[config.mk]
export PLATFORM = sky130hd
export DESIGN_NAME = alu_128_arbiter
export DESIGN_NICKNAME = d
export VERILOG_FILES = /design/src/rtl/alu_128_arbiter.sv
export SDC_FILE = /design/constraint.sdc
export NUM_CORES = 1
export LEC_CHECK = 0
export ABC_AREA = 1
export BUFFER_PORTS_ARGS = -buffer_cell sky130_fd_sc_hd__buf_2
export CAP_MARGIN = 40
export CORE_AREA = 2 2 413 415
export DETAILED_ROUTE_END_ITERATION = 10
export DIE_AREA = 0 0 415 417
export MAX_ROUTING_LAYER = met4
export SLEW_MARGIN = 15
export SYNTH_ARGS = -nofsm -noshare
export SYNTH_HDL_FRONTEND = slang
export SYNTH_SLANG_ARGS = --single-unit
[constraint.sdc]
create_clock -name clk -period 1.5 [get_ports clk]
set_input_delay 0 -clock clk [delete_from_list [all_inputs] [get_ports clk]]
set_output_delay 0 -clock clk [all_outputs]
set_load 0.01 [all_outputs]
[src/rtl/alu_128_arbiter.sv]
// Round-robin front end that shares one combinational 128-bit ALU between two requesters.
// One operation in flight: IDLE (accept) -> EXEC (ALU settles, capture) -> RESP (hold until taken).
module alu_128_arbiter #(
  parameter int DWIDTH = 128
) (
  input  logic              clk,
  input  logic              rst,
  input  logic              req0_valid,
  output logic              req0_ready,
  input  logic [DWIDTH-1:0] req0_op1,
  input  logic [DWIDTH-1:0] req0_op2,
  input  logic [3:0]        req0_opcode,
  input  logic              req1_valid,
  output logic              req1_ready,
  input  logic [DWIDTH-1:0] req1_op1,
  input  logic [DWIDTH-1:0] req1_op2,
  input  logic [3:0]        req1_opcode,
  output logic              rsp_valid,
  input  logic              rsp_ready,
  output logic              rsp_id,
  output logic [DWIDTH-1:0] rsp_result,
  output logic [3:0]        rsp_flags,
  output logic              rsp_err,
  output logic [DWIDTH-1:0] alu_op1,
  output logic [DWIDTH-1:0] alu_op2,
  output logic [2:0]        alu_opsel,
  output logic              alu_mode,
  input  logic [DWIDTH-1:0] alu_result,
  input  logic              alu_c,
  input  logic              alu_z,
  input  logic              alu_o,
  input  logic              alu_s
);

  typedef enum logic [1:0] {
    IDLE = 2'd0,
    EXEC = 2'd1,
    RESP = 2'd2
  } state_t;

  state_t            state;
  logic              last_grant;
  logic              cur_id;
  logic              cur_err;
  logic              grant0;
  logic              grant1;
  logic [DWIDTH-1:0] sel_op1;
  logic [DWIDTH-1:0] sel_op2;
  logic [3:0]        sel_opcode;

  // Opcodes with no ALU meaning; their response is forced to zero with rsp_err set.
  function automatic logic illegal_op(input logic [3:0] opc);
    case (opc)
      4'h7, 4'hC, 4'hE, 4'hF: illegal_op = 1'b1;
      default:                illegal_op = 1'b0;
    endcase
  endfunction

  // Grant only in IDLE; on contention the requester not served last wins.
  always_comb begin
    grant0 = 1'b0;
    grant1 = 1'b0;
    if (state == IDLE && !rst) begin
      if (req0_valid && req1_valid) begin
        grant0 = last_grant;
        grant1 = !last_grant;
      end else begin
        grant0 = req0_valid;
        grant1 = req1_valid;
      end
    end else begin
      grant0 = 1'b0;
      grant1 = 1'b0;
    end
  end

  // Request fields of the granted requester.
  always_comb begin
    sel_op1    = req0_op1;
    sel_op2    = req0_op2;
    sel_opcode = req0_opcode;
    if (grant1) begin
      sel_op1    = req1_op1;
      sel_op2    = req1_op2;
      sel_opcode = req1_opcode;
    end else begin
      sel_op1    = req0_op1;
      sel_op2    = req0_op2;
      sel_opcode = req0_opcode;
    end
  end

  assign req0_ready = grant0;
  assign req1_ready = grant1;

  // Sequencer: the alu_* registers double as the latched operation.
  always_ff @(posedge clk) begin
    if (rst) begin
      state      <= IDLE;
      last_grant <= 1'b1;
      cur_id     <= 1'b0;
      cur_err    <= 1'b0;
      alu_op1    <= '0;
      alu_op2    <= '0;
      alu_opsel  <= 3'd0;
      alu_mode   <= 1'b0;
      rsp_valid  <= 1'b0;
      rsp_id     <= 1'b0;
      rsp_result <= '0;
      rsp_flags  <= 4'd0;
      rsp_err    <= 1'b0;
    end else begin
      case (state)
        IDLE: begin
          if (grant0 || grant1) begin
            cur_id     <= grant1;
            last_grant <= grant1;
            cur_err    <= illegal_op(sel_opcode);
            alu_op1    <= sel_op1;
            alu_op2    <= sel_op2;
            alu_opsel  <= sel_opcode[2:0];
            alu_mode   <= sel_opcode[3];
            state      <= EXEC;
          end
        end
        EXEC: begin
          rsp_id    <= cur_id;
          rsp_err   <= cur_err;
          rsp_valid <= 1'b1;
          if (cur_err) begin
            rsp_result <= '0;
            rsp_flags  <= 4'd0;
          end else begin
            rsp_result <= alu_result;
            rsp_flags  <= {alu_c, alu_z, alu_o, alu_s};
          end
          state <= RESP;
        end
        RESP: begin
          if (rsp_ready) begin
            rsp_valid <= 1'b0;
            state     <= IDLE;
          end
        end
        default: begin
          rsp_valid <= 1'b0;
          state     <= IDLE;
        end
      endcase
    end
  end

endmodule

# Word-level counts from Yosys, hierarchy flattened
# Index checks and enable logic that the tools add are counted.
dict set report totals {
  wordCells 47
  regBits 400
  ram_bits 0
  romBits 0
  output_inout_bits 397
  memories 0
  latch_bits 0
}
dict set report classes {
  n_bitwise 1
  order_cmp 0
  shifts 0
  mux 15
  n_mul 0
  n_div 0
  n_eq_ne 8
  n_reduce_logical 10
  addsub 0
}
# operator n
set ops {}
lappend ops {{$mux W128} 3}
lappend ops {{$eq A4 B4 Y1 const B} 3}
lappend ops {{$mux W4} 2}
lappend ops {{$mux W1} 6}
lappend ops {{$pmux W2 S3} 1}
lappend ops {{$reduce_and A2 Y1} 3}
lappend ops {{$eq A4 B3 Y1 const B} 1}
lappend ops {{$mux W2} 2}
lappend ops {{$reduce_or A4 Y1} 1}
lappend ops {{$pmux W1 S3} 1}
lappend ops {{$eq A2 B1 Y1 const B} 1}
lappend ops {{$eq A2 B2 Y1 const B} 1}
lappend ops {{$logic_and A1 B1 Y1} 2}
lappend ops {{$logic_not A1 Y1} 2}
lappend ops {{$logic_not A2 Y1} 1}
lappend ops {{$ne A2 B1 Y1 const B} 1}
lappend ops {{$ne A2 B2 Y1 const B} 1}
lappend ops {{$logic_or A1 B1 Y1} 1}
lappend ops {{$not A1 Y1} 1}

# Logic depth before layout (Yosys ltp)
# Gate-level depths: netlist (run 1).
dict set report logic_depth {
  depth_word 7
  mapped_depth 11
}

# Least setup slack after synthesis (run 1)
# Ideal clock, no wire load.
dict set report synth_timing {
  path_kind {flip-flop to flip-flop}
  startpoint {register state[1]}
  endpoint {register alu_op1[116]}
  path_stages_with_launch 12
  arrival_ns 1.339
  n_path_buf 3
  required_ns 1.385
  period_less_slack_ns 1.454
  slack_ns 0.046
  setup_ns 0.115
  cell_sequence {dfxtp_1 -> inv_2 -> nand2_2 -> nor2_4 -> nand2_2 -> buf_4 -> buf_6 -> buf_2 -> nand2_1 -> nand3_1 -> o211ai_1 -> inv_2}
}
dict set report synth_between {
  elab_chain_len 5
  elab_cells_between_ends 7
  classes_between {mux (3); reduce/logical (4)}
}
# item line_no
set synth_rtl {}
lappend synth_rtl {{start, declared} 41} ;# state_t state;
lappend synth_rtl {{start signal, assigned} 99} ;# state <= IDLE;
lappend synth_rtl {{start signal, assigned} 123} ;# state <= EXEC;
lappend synth_rtl {{start signal, assigned} 137} ;# state <= RESP;
lappend synth_rtl {{$logic_not A2 Y1 *} {63, 113}}
lappend synth_rtl {{$logic_and A1 B1 Y1} 63} ;# if (state == IDLE && !rst) begin
lappend synth_rtl {{$mux W1} 63}
lappend synth_rtl {{$logic_or A1 B1 Y1} 115} ;# if (grant0 || grant1) begin
lappend synth_rtl {{$reduce_and A2 Y1 (no line)} n/a}
lappend synth_rtl {{end signal, assigned} 119} ;# alu_op1 <= sel_op1;
lappend synth_rtl {{end, declared} 24} ;# output logic [DWIDTH-1:0] alu_op1,
# Mark *: on every way between the ends. The rest lies on a longest branch, timed or not.
# A chain may end at the register's enable or synchronous reset.

# Final worst setup path (run 1)
dict set report layout_timing {
  startpoint {register state[1]}
  endpoint {register alu_op1[30]}
}
# Same word-level chain as after synthesis.

==> run_results.csv, run 1 <==
group,metric,value,unit
outcome,outcome,"complete, but fails checks",
outcome,failed_checks,"setup timing",
critical_path,end_kind,"register",
critical_path,cp_max_fo,17,
placement,dp_hpwl,99.2,mm
die,die_w,415,um
global_routing,grt_start_max_net_pins,129,
critical_path,cp-start-kind,"register",
timing,finalCriticalPeriod,1900,ps
clock_network,htreeDepth,2,
yosys,ys_seq_elements,400,
timing,fin_hold_ws,118,ps
die,dieArea,0.173,mm2
timing,period_share,1.27,
timing,finalSetupViolCount,392,
critical_path,cp_slowest_cell,"dfxtp_2",
critical_path,worstReg2RegEnd,"alu_op1[30]",
finish,drive_above_1_share,0.421,
power_and_ir_drop,peakVddDrop,797,uV
clock_network,cts.sinks,400,
global_routing,grt_usage,0.144,
critical_path,crit_required,2040,ps
yosys,synth_area_per_cell,7.54,um2
drt,via_per_inst,3.89,
power_and_ir_drop,total_power,35.3,mW
drt,ant_nets,0,
yosys,synth_cell_types,21,
global_routing,grt_pass1_vias,23700,
die,boundaryPins,1054,
min_path,whs_path_depth,9,
timing,rsz0062_at_grt,"true",
die,start_util,0.0997,
critical_path,crit_type,"reg2reg",
drt,wl_per_cell,21.5,um
drt,drt_iter0_markers,1893,
clock_network,root_buffer,"clkbuf_16",
critical_path,cp_top_family,"buffers and inverters",
global_routing,antenna_found_initial,60,
timing,tightest_slew,667,ps
finish,fillers,18200,
global_routing,grt_first_pass_wirelength,175,mm
finish,layout.nets,4729,
drt,drt-pass1-iter-count,5,
critical_path,crit_chain,"inv_2, nand2_2, nor2_4, buf_6, o21ai_4, bufinv_16, buf_4, buf_8, buf_12, nand3_1, o211ai_1, inv_1",
global_routing,overflow,0,
critical_path,r2r_start,"state[1]",
yosys,yosys_warnings,0,
timing,relSlewSlack,0.555,
critical_path,cpPeakStageDelay,320,ps
timing,drv_slew,0,
drt,via_count,24800,
job,maxCapViolCount,0,
placement,place_area,0.0257,mm2
min_path,hp-start,"req1_valid",
critical_path,reg2reg_slack,-400,ps
power_and_ir_drop,leakage,18.6,nW
die,die_y,417,um
finish,fin_area,0.0383,mm2
critical_path,crit_buf_inv,7,
timing,finClkSkew,18.4,ps
yosys,netlist_instances,2227,
placement,io_buffers,1053,
finish,area_delta_synth_final,128,%
clock_network,clock_latency,640,ps
clock_network,cts_made_buffers,50,
drt,totalWireLength,137,mm
finish,layout_common_cells,"1051 x buf_2, 655 x dlygate4sd3_1, 458 x nand2_1",
yosys,mappedNetlistNets,2884,
timing,max_freq,526,MHz
placement,place_congestion,1.01,
min_path,hold_end,"alu_opsel[0]",
finish,final_common_cell,"buf_2",
min_path,worstHoldPathType,"in2reg",
clock_network,cts_tree,"done",
die,core_region_area,0.169,mm2
timing,final_hold_viol_count,0,
critical_path,critPathArrivalTime,2440,ps
yosys,synthesis.area,0.0168,mm2
die,std_cell_rows,151,
timing,fin_ws,-403,ps
yosys,synth_seq_area_share,0.477,
clock_network,clk_path_buf_depth,3,
critical_path,ff2ff_path_depth,12,
power_and_ir_drop,p_per_area,921,mW/mm2
drt,drc,0,
clock_network,path_clk_slew,60,ps
[cell type report]
cell class,instances,area [um2],share of cell area
antenna,41,103,0.00268
clock buffer,73,1460,0.0380
clock inverter,17,262,0.00683
inverter,272,1070,0.0280
multi-input combinational,1370,8510,0.222
sequential,400,8010,0.209
tap,2218,2780,0.0724
timing repair buffer,1977,16100,0.420
timing repair inverter,1,30.0,0.000784
[synth_stat cells, drive strengths merged]
| master | n | area share |
|---|---|---|
| nor3 | 1 | 0.00030 |
| nand3 | 260 | 0.077 |
| buf | 113 | 0.034 |
| nand2 | 593 | 0.13 |
| clkbuf | 72 | 0.016 |
| o211ai | 259 | 0.12 |
| nor2 | 113 | 0.026 |
| a21oi | 35 | 0.011 |
| a22oi | 103 | 0.046 |
| dfxtp | 400 | 0.48 |
| o21ai | 3 | 0.0011 |
| nand3b | 3 | 0.0013 |
| inv | 272 | 0.061 |
[worst max path at each step]
stage	startpoint	to	slack (ps)	cells past startpoint
final	state[1]	alu_op1[30]	-400	12
after global routing	state[1]	alu_op1[30]	-490	12
after CTS	state[1]	req1_ready	-410	9
after detailed placement	state[1]	alu_op1[83]	-480	10
after global placement	state[1]	alu_op1[83]	-420	10
after floorplan	state[1]	alu_op1[116]	50	11
[where the power goes]
part | switching, mW | internal, mW | leakage [nW] | total, mW
combinational | 5.02 | 4.88 | 14.4 | 9.91
clock | 5.40 | 7.75 | 0.852 | 13.1
sequential | 0.645 | 11.6 | 3.29 | 12.2
[sequential cells by signal, indices dropped and copies added (netlist names)]
| name | flops |
|---|---|
| last_grant | 1 |
| rsp_flags | 4 |
| rsp_id | 1 |
| alu_op1 | 128 |
| rsp_result | 128 |
| rsp_valid | 1 |
| cur_id | 1 |
| cur_err | 1 |
| alu_op2 | 128 |
| alu_opsel | 3 |
| state | 2 |
| alu_mode | 1 |
| rsp_err | 1 |
[worst register-to-register path, stage by stage (launching register included)]
cell,delay (ps)
dfxtp_2,320
inv_2,50
nand2_2,60
nor2_4,120
buf_6,130
o21ai_4,70
bufinv_16,240
buf_4,180
buf_8,160
buf_12,160
nand3_1,130
o211ai_1,110
inv_1,60
[metrics by stage]
| stage | utilization | setup TNS (ps) | setup slack, ps | instances |
|---|---|---|---|---|
| 3_5_place_dp | 0.152 | -94500 | -481 | 5462 |
| 3_3_place_gp | 0.152 | -79240 | -421 | 5462 |
| 5_1_grt | 0.227 | -123520 | -495 | 6354 |
| 2_1_floorplan | - | 0 | 45.6 | 2227 |
| 4_1_cts | 0.209 | -84880 | -410 | 6252 |
| 6_report | 0.227 | -88960 | -403 | 6369 |
[cells by family (layout without fill, tap and decap cells)]
logic type / after synthesis / after routing / synth area share
AND/OR/NAND/NOR: 970 / 970 / 0.238
buffers and inverters: 457 / 2340 / 0.111
AO/OA/AOI/OAI: 400 / 400 / 0.174
flip-flops: 400 / 400 / 0.477
other: 0 / 41 / 0
[routing by layer]
layer  GRT usage  vias to the layer above  routed length, um  share of wire
met5           -                        -                  0              0
met4      0.0478                        0               5680          0.042
met2       0.235                     1420              65000           0.48
met3      0.0352                      360              11100          0.081
li1            -                    11100                  -              -
met1       0.172                    11900              54900           0.40
[repair_timing]
action                                  4_1_cts  5_1_grt
endpoints found under the hold margin       397        0
endpoints found under the setup margin      371      396
pin swaps                                    10       83
gates cloned                                 16       45
hold buffers                                655        0
resized for setup                           137      414
buffers inserted                             30       38
No activity file was read; power rests on OpenSTA's default activity.
==> inputs of run 2 (changes only) <==
--- a/config.mk
+++ b/config.mk
@@ -7,11 +7,11 @@
 export LEC_CHECK = 0
 export ABC_AREA = 1
 export BUFFER_PORTS_ARGS = -buffer_cell sky130_fd_sc_hd__buf_2
-export CAP_MARGIN = 40
 export CORE_AREA = 2 2 413 415
 export DETAILED_ROUTE_END_ITERATION = 10
 export DIE_AREA = 0 0 415 417
 export MAX_ROUTING_LAYER = met4
+export SKIP_LAST_GASP = 1
 export SLEW_MARGIN = 15
 export SYNTH_ARGS = -nofsm -noshare
 export SYNTH_HDL_FRONTEND = slang
==> run 2 against run 1 <==
Against the previous run:
- the run still ends with setup timing left
- clock power about the same
- combinational power decreased by 7.4%
- non-clock buffer count decreased by 39
- first-iteration DRC count increased by 1.5%
- global-route usage about the same
- setup slack got worse by 32 ps
==> run_results.csv, run 2 (synthesis results as in run 1) <==
group,metric,value,unit
global_routing,grt_first_pass_wirelength,174,mm
outcome,outcome,"complete, but fails checks",
die,die_w,415,um
outcome,failed_checks,"setup timing",
die,boundaryPins,1054,
die,start_util,0.0997,
drt,totalWireLength,132,mm
timing,fin_ws,-435,ps
critical_path,r2r_start,"state[1]",
global_routing,grt_usage,0.143,
critical_path,critPathMostFrequentCell,"buf_4",
timing,rsz0062_at_grt,"true",
critical_path,crit_chain,"inv_2, nand2_2, nor2_4, buf_6, o21ai_4, bufinv_16, buf_4, buf_12, buf_4, buf_4, o211ai_1, inv_1",
job,maxCapViolCount,0,
critical_path,ff2ff_path_depth,12,
placement,place_inst,5462,
critical_path,worstReg2RegEnd,"alu_op2[90]",
timing,drv_slew,0,
power_and_ir_drop,p_per_area,949,mW/mm2
timing,max_freq,517,MHz
placement,place_area,0.0257,mm2
die,core_region_area,0.169,mm2
finish,area_delta_synth_final,116,%
min_path,hp-start,"req1_valid",
placement,pre_cts_slack,-481,ps
clock_network,root_buffer,"clkbuf_16",
critical_path,cp_slowest_cell,"dfxtp_2",
global_routing,grt_pass1_vias,23700,
clock_network,clk_path_buf_depth,3,
global_routing,antenna_found_initial,59,
timing,tightest_slew,737,ps
global_routing,overflow,0,
critical_path,end_kind,"register",
drt,via_count,24200,
clock_network,clock_latency,640,ps
drt,drt_iter0_markers,1922,
clock_network,cts.sinks,400,
critical_path,crit_required,2020,ps
drt,drc,0,
finish,fillers,18400,
min_path,whs_path_depth,9,
clock_network,htreeDepth,2,
drt,via_per_inst,3.83,
finish,post-route-util,0.216,
die,dieArea,0.173,mm2
timing,final_hold_viol_count,0,
timing,fin_setup_tns,-84380,ps
critical_path,cp-start-kind,"register",
clock_network,cts_made_buffers,50,
power_and_ir_drop,leakage,17.7,nW
placement,io_buffers,1053,
drt,ant_nets,0,
finish,fin_area,0.0364,mm2
timing,finClkSkew,20.6,ps
die,std_cell_rows,151,
finish,layout.nets,4690,
finish,final_common_cell,"buf_2",
timing,finalCriticalPeriod,1930,ps
critical_path,cpPeakStageDelay,330,ps
min_path,hold_end,"alu_opsel[0]",
finish,layout_common_cells,"1051 x buf_2, 655 x dlygate4sd3_1, 561 x nand2_1",
drt,drt-pass1-iter-count,6,
finish,reg.largest.list,"alu_op1 x128, alu_op2 x128, rsp_result x128",
min_path,worstHoldPathType,"in2reg",
clock_network,path_clk_slew,60,ps
timing,finalSetupViolCount,373,
clock_network,cts_tree,"done",
drt,wl_per_cell,20.8,um
finish,drive_above_1_share,0.367,
timing,relSlewSlack,0.509,
placement,dp_hpwl,99.2,mm
timing,period_share,1.29,
critical_path,reg2reg_slack,-430,ps
critical_path,cp_max_fo,10,
critical_path,crit_type,"reg2reg",
die,die_y,417,um
power_and_ir_drop,peakVddDrop,788,uV
finish,final_cells,6324,
critical_path,critPathArrivalTime,2460,ps
global_routing,grt_start_max_net_pins,129,
placement,place_congestion,1.01,
## run 2: stage by stage
step                      hold slack (ps)  power (mW)
after CTS                            45.9        34.5
after detailed placement              244        18.9
after global routing                  117        35.9
final                                 111        34.5
after global placement                233        18.8
after floorplan                       119        15.1
## run 2: how the worst max path moves through the flow
stage / start / to / slack [ps]
floorplan: state[1] / alu_op1[116] / 50
global placement: state[1] / alu_op1[83] / -420
detailed placement: state[1] / alu_op1[83] / -480
CTS: state[1] / req1_ready / -410
global route: state[0] / alu_op2[93] / -500
finish: state[1] / alu_op2[90] / -430
## run 2: repair_timing
action | in CTS | in global routing
setup endpoints to repair | 371 | 396
pin swaps | 10 | 15
endpoints found under the hold margin | 397 | 0
hold buffers | 655 | 0
setup buffers | 30 | 18
resized for setup | 124 | 96
cloned | 16 | 21
## run 2: area by class of cell
type / count / area (um2) / share of cell area
diodes: 35 / 87.6 / 0.00241
clock buffers: 73 / 1460 / 0.0401
repair inverters: 1 / 30.0 / 0.000826
flip-flops and latches: 400 / 8010 / 0.220
well taps: 2218 / 2780 / 0.0763
clock inverters: 17 / 262 / 0.00719
inverters: 272 / 1070 / 0.0295
multi-input cells: 1370 / 7400 / 0.204
repair buffers: 1938 / 15300 / 0.420
## run 2: report_power, final
part	leakage [nW]	switching, mW	internal, mW	total, mW
registers	3.29	0.636	11.6	12.2
clock network	0.852	5.37	7.75	13.1
logic	13.6	4.65	4.53	9.18
total	17.7	10.7	23.9	34.5
## run 2: worst max-delay path: cells and delay by family (launching register included)
family | cells | cell delay, ps
DFF | 1 | 330
AOI/OAI and AO/OA | 2 | 260
and+or+nand+nor | 2 | 120
buffers and inverters | 8 | 1040
## run 2: per-layer routing
| layer | share of wire | global-route usage | routed length, um | vias up |
|---|---|---|---|---|
| met5 | 0 | - | 0 | - |
| met4 | 0.037 | 0.0473 | 4810 | 0 |
| met3 | 0.081 | 0.0352 | 10600 | 274 |
| met2 | 0.47 | 0.234 | 62500 | 1377 |
| met1 | 0.41 | 0.172 | 53800 | 11500 |
| li1 | - | - | - | 11000 |
